==> src/rtl/hazard_control_unit.sv <==
// Stall/flush controller for the five-stage pipeline: load-use, shared-RAM,
// branch-redirect and memory-wait handling, plus a saturating stall counter.
module hazard_control_unit #(
   parameter int CNT_W = 16
) (
   input  logic             clk,
   input  logic             rst,
   input  logic [2:0]       Rx_a_IFID,
   input  logic [2:0]       Ry_a_IFID,
   input  logic             useRx_a_IFID,
   input  logic             useRy_a_IFID,
   input  logic             readSpecReg_a_IFID,
   input  logic             memRead_a_IDEX,
   input  logic             regWrite_a_IDEX,
   input  logic             writeSpecReg_a_IDEX,
   input  logic [2:0]       registerToWriteId_a_IDEX,
   input  logic             branchTaken_a_IDEX,
   input  logic             memAccess_a_EXMEM,
   input  logic             memReady,
   output logic             pcWrite,
   output logic             ifidWrite,
   output logic             ifidFlush,
   output logic             idexBubble,
   output logic             pipeFreeze,
   output logic [CNT_W-1:0] stallCycles
);

   typedef enum logic {ST_RUN, ST_WAIT} state_t;

   state_t           state_q, state_d;
   logic [CNT_W-1:0] stall_cnt_q, stall_cnt_d;
   logic             load_use, struct_hz, mem_wait, freeze;

   always_comb begin
      load_use  = memRead_a_IDEX &
                  ((regWrite_a_IDEX &
                    ((useRx_a_IFID & (Rx_a_IFID == registerToWriteId_a_IDEX)) |
                     (useRy_a_IFID & (Ry_a_IFID == registerToWriteId_a_IDEX)))) |
                   (writeSpecReg_a_IDEX & readSpecReg_a_IFID));
      struct_hz = memAccess_a_EXMEM;
      mem_wait  = memAccess_a_EXMEM & ~memReady;
      // In WAIT the pipeline keeps memAccess high, so only memReady matters.
      freeze    = (state_q == ST_RUN) ? mem_wait : ~memReady;
   end

   always_comb begin
      state_d = state_q;
      case (state_q)
         ST_RUN:  if (mem_wait) state_d = ST_WAIT;
         ST_WAIT: if (memReady) state_d = ST_RUN;
         default: state_d = ST_RUN;
      endcase
   end

   always_comb begin
      pcWrite    = 1'b1;
      ifidWrite  = 1'b1;
      ifidFlush  = 1'b0;
      idexBubble = 1'b0;
      pipeFreeze = 1'b0;
      if (rst) begin
         pcWrite    = 1'b0;
         ifidWrite  = 1'b0;
         ifidFlush  = 1'b1;
         idexBubble = 1'b1;
      end else if (freeze) begin
         pcWrite    = 1'b0;
         ifidWrite  = 1'b0;
         pipeFreeze = 1'b1;
      end else if (branchTaken_a_IDEX) begin
         ifidFlush  = 1'b1;
         idexBubble = 1'b1;
      end else if (load_use) begin
         pcWrite    = 1'b0;
         ifidWrite  = 1'b0;
         idexBubble = 1'b1;
      end else if (struct_hz) begin
         // Fetch lost the RAM port: IF/ID takes a NOP instead.
         pcWrite    = 1'b0;
         ifidFlush  = 1'b1;
      end
   end

   always_comb begin
      stall_cnt_d = stall_cnt_q;
      if (!pcWrite && (stall_cnt_q != {CNT_W{1'b1}}))
         stall_cnt_d = stall_cnt_q + CNT_W'(1);
   end

   always_ff @(posedge clk) begin
      if (rst) begin
         state_q     <= ST_RUN;
         stall_cnt_q <= '0;
      end else begin
         state_q     <= state_d;
         stall_cnt_q <= stall_cnt_d;
      end
   end

   assign stallCycles = stall_cnt_q;

endmodule

==> config.mk <==
export PLATFORM = sky130hd
export DESIGN_NAME = hazard_control_unit
export DESIGN_NICKNAME = d
export VERILOG_FILES = /design/src/rtl/hazard_control_unit.sv
export SDC_FILE = /design/constraint.sdc
export NUM_CORES = 1
export LEC_CHECK = 0
export CORE_MARGIN = 2
export CORE_UTILIZATION = 38
export DETAILED_ROUTE_END_ITERATION = 8
export PLACE_DENSITY = 0.85
export SLEW_MARGIN = 20
export SYNTH_ARGS = -nofsm -noshare
export SYNTH_HDL_FRONTEND = slang
export SYNTH_SLANG_ARGS = --single-unit
==> constraint.sdc <==
create_clock -name clk -period 2 [get_ports clk]
set_clock_uncertainty 0.15 [all_clocks]
set_input_delay 0.4 -clock clk [delete_from_list [all_inputs] [get_ports clk]]
set_output_delay 0.4 -clock clk [all_outputs]
set_load 0.02 [all_outputs]
==> results_dict.tcl <==
set metrics [dict create \
    status "finished with violations" \
    violations "negative setup slack" \
    antenna_found_initial 0 \
    cts_buffers 3 \
    final_util 0.665 \
    wl_mm 3.02 \
    hp-start "stallCycles[5]" \
    final_area_um2 1650 \
    internal_power_uw 540 \
    clk_pin_slew_worst_paths_ns 0.12 \
    yosys.area.top_type_share 0.343 \
    seq_area_frac_synth 0.343 \
    p_leak_uw 0.000698 \
    synth_edf_count 0 \
    drcViolationCount 0 \
    syn-num-nets 142 \
    finalHoldViolations 0 \
    core-area_um2 2480 \
    firstDrtPassIters 4 \
    ys.flop_type "dfxtp_1" \
    vdd_drop_max_mv 0.337 \
    required_ns 1.45 \
    synth_seq_cells 17 \
    syn_to_final_growth_pct 65.7 \
    dp.cells 203 \
    wl_per_cell_um 14.4 \
    end_kind "output port" \
    seqPwrFrac 0.458 \
    drt_iter0_markers 16 \
    drive_above_1_share 0.350 \
    diodes 0 \
    netlist_area_um2 993 \
    hp-class "register to register" \
    cpLargestDelayFamily "simple AND/OR/NAND/NOR gates" \
    rsz0062_at_grt "yes" \
    cts_tree "done" \
    via_per_inst 5.50 \
    pwr-share-comb 0.281 \
    setup_viol 8 \
    antenna_left 0 \
    synth_commonest_cells "dfxtp_1 (17), a21oi_1 (13), or3_1 (11)" \
    synth.most_common_cell "dfxtp_1" \
    ys.warnings.count 0 \
    r2r-start "stallCycles[5]" \
    row_count 18 \
    clockBufferDepth 2 \
    p_per_area_nw_per_um2 474 \
    path_cells "buf_6, xnor2_1, and4_4, o211a_4, or2_4, o21bai_4, buf_6" \
    reg2regPathDepth 8 \
    finalWorstPathRequiredPeriod_ns 2.10 \
    critPathMaxStageDelay_ns 0.25 \
    clock.fmax_mhz 475 \
    switching_share 0.308 \
    holdPathStages 2 \
    max_cap_viol_count 0 \
    initial_core_util 0.401 \
    worst_slew_pin_slew_ns 0.337 \
    final.period_utilization 1.05 \
    die_w_um 55.1 \
    path_buf_inv 2 \
    globalRouteOverflowTotal 0 \
    gp_congestion 0.789 \
    grt_max_degree 13 \
    async_flop_share 0 \
    portBuffers 40 \
    post_dp_cell_area_um2 1540 \
    timing.setup.critical_path_class "input port to output port" \
    track_usage 0.222 \
    instances_no_fill 210 \
    r2r-end "stallCycles[6]" \
    pwr-share-clk 0.261 \
    layout_setup_ws_ns -0.104 \
    netlist_top_cells_area "dfxtp_1 (34%), or3_1 (6.9%), a21oi_1 (6.5%), xnor2_1 (5.3%), o21ai_1 (5.0%)" \
    critPathLaunchType "input port" \
    io_pins 41 \
    synth_cells 121 \
    reg2reg_slack_ns 0 \
    maxSlewHeadroom 0.776 \
    worstPathArrival_ns 1.55 \
    finalPower_uw 780 \
    avgSynthCellArea_um2 8.21 \
    dieArea_um2 3040 \
    grt_pass1_wl_mm 4.75 \
    cts_root_buf "clkbuf_4" \
    clock_sinks 17 \
    clk_latency_ns 0.31 \
    yosysTopAreaCell "dfxtp_1" \
    switchingPower_uw 241 \
    min_to "stallCycles[5]" \
    via_count 1156 \
    crit_path_max_fanout 2 \
    slowest_stage "o211a_4" \
    grt_pass1_vias 1084 \
    layout.nets 202 \
    die_h_um 55.1 \
    cts-htree-levels 1 \
    place_hpwl_mm 2.20 \
    cp_common_cell "buf_6" \
    final_max_slew_viol_count 0 \
    yosysUniqueCellTypes 33 \
]
## sequential cells by signal, summed over array words and instances (netlist names)
signal,flops
state_q,1
stallCycles,16
## cells in the final DEF, fill, tap and decap left out, types with 2 or more instances in the layout
| cell type | count |
|---|---|
| nand2_1 | 7 |
| inv_1 | 2 |
| o21ai_1 | 11 |
| dlymetal6s2s_1 | 4 |
| or4_1 | 2 |
| clkdlybuf4s50_1 | 15 |
| o31ai_1 | 2 |
| a21oi_2 | 4 |
| nand3_1 | 6 |
| and4_4 | 2 |
| xnor2_1 | 5 |
| or3_1 | 11 |
| dfxtp_1 | 10 |
| dlygate4sd2_1 | 6 |
| buf_4 | 16 |
| nand4_1 | 6 |
| and3_1 | 2 |
| a21oi_1 | 9 |
| nor2_1 | 7 |
| buf_6 | 9 |
| clkbuf_4 | 3 |
| buf_2 | 8 |
| dfxtp_2 | 7 |
## worst min-delay path: stages (launching register included)
cell and delay, ns:
dfxtp_2 0.35, o21ai_1 0.07, a21oi_1 0.06
## worst max-delay path by stage
stage	cells after the start	slack [ns]	to	startpoint
6_report	7	-0.10	ifidFlush	registerToWriteId_a_IDEX[0]
3_5_place_dp	7	-1.06	ifidFlush	registerToWriteId_a_IDEX[1]
3_3_place_gp	7	-1.02	ifidFlush	registerToWriteId_a_IDEX[0]
4_1_cts	7	-0.08	ifidFlush	registerToWriteId_a_IDEX[0]
2_1_floorplan	5	-0.07	ifidFlush	Ry_a_IFID[0]
5_1_grt	7	-0.15	ifidFlush	registerToWriteId_a_IDEX[1]
## cell families (layout without fill, tap and decap cells)
group,after synthesis,in the layout,share of synthesized area
simple gates,53,53,0.295
mux,1,1,0.0101
compound gates,35,35,0.228
buf+inv,7,66,0.0504
fa+ha+maj,1,1,0.0126
flops,17,17,0.343
xor+xnor,7,7,0.0617
## through the flow
stage | setup WS, ns | hold slack, ns | setup TNS [ns]
after global placement | -1.02 | 0.320 | -12.39
final | -0.104 | 0.363 | -0.276
after detailed placement | -1.06 | 0.346 | -14.02
after CTS | -0.0841 | 0.364 | -0.192
after floorplan | -0.0699 | 0.320 | -0.0971
after global routing | -0.146 | 0.382 | -0.952
## metal layers
metal | up-vias | global-route usage | share of wire
li1 | 567 | - | -
met1 | 536 | 0.254 | 0.41
met2 | 48 | 0.407 | 0.52
met3 | 5 | 0.0215 | 0.050
met4 | 0 | 0.114 | 0.021
met5 | - | 0 | 0
## power by group through the flow
stage	Combinational, uW	Clock, uW	Sequential (uW)
global route	235	216	358
global placement	194	0	364
CTS	215	202	358
detailed placement	201	0	365
finish	219	204	357
floorplan	87.1	0	374
## layout make-up
| type | count | area (um2) |
|---|---|---|
| Multi-Input combinational cell | 97 | 681 |
| Sequential cell | 17 | 349 |
| Fill cell | 219 | 831 |
| Timing Repair Buffer | 60 | 544 |
| Clock inverter | 1 | 5.00 |
| Tap cell | 30 | 37.5 |
| Inverter | 2 | 7.51 |
| Clock buffer | 3 | 22.5 |
## what timing repair did
item	in CTS	in global routing
buffers inserted	2	0
hold buffers	0	0
setup endpoints to repair	21	16
gates resized for setup	83	13
pin swaps	16	1
cloned	0	1
Note: power is estimated with default switching activity, not from simulation.
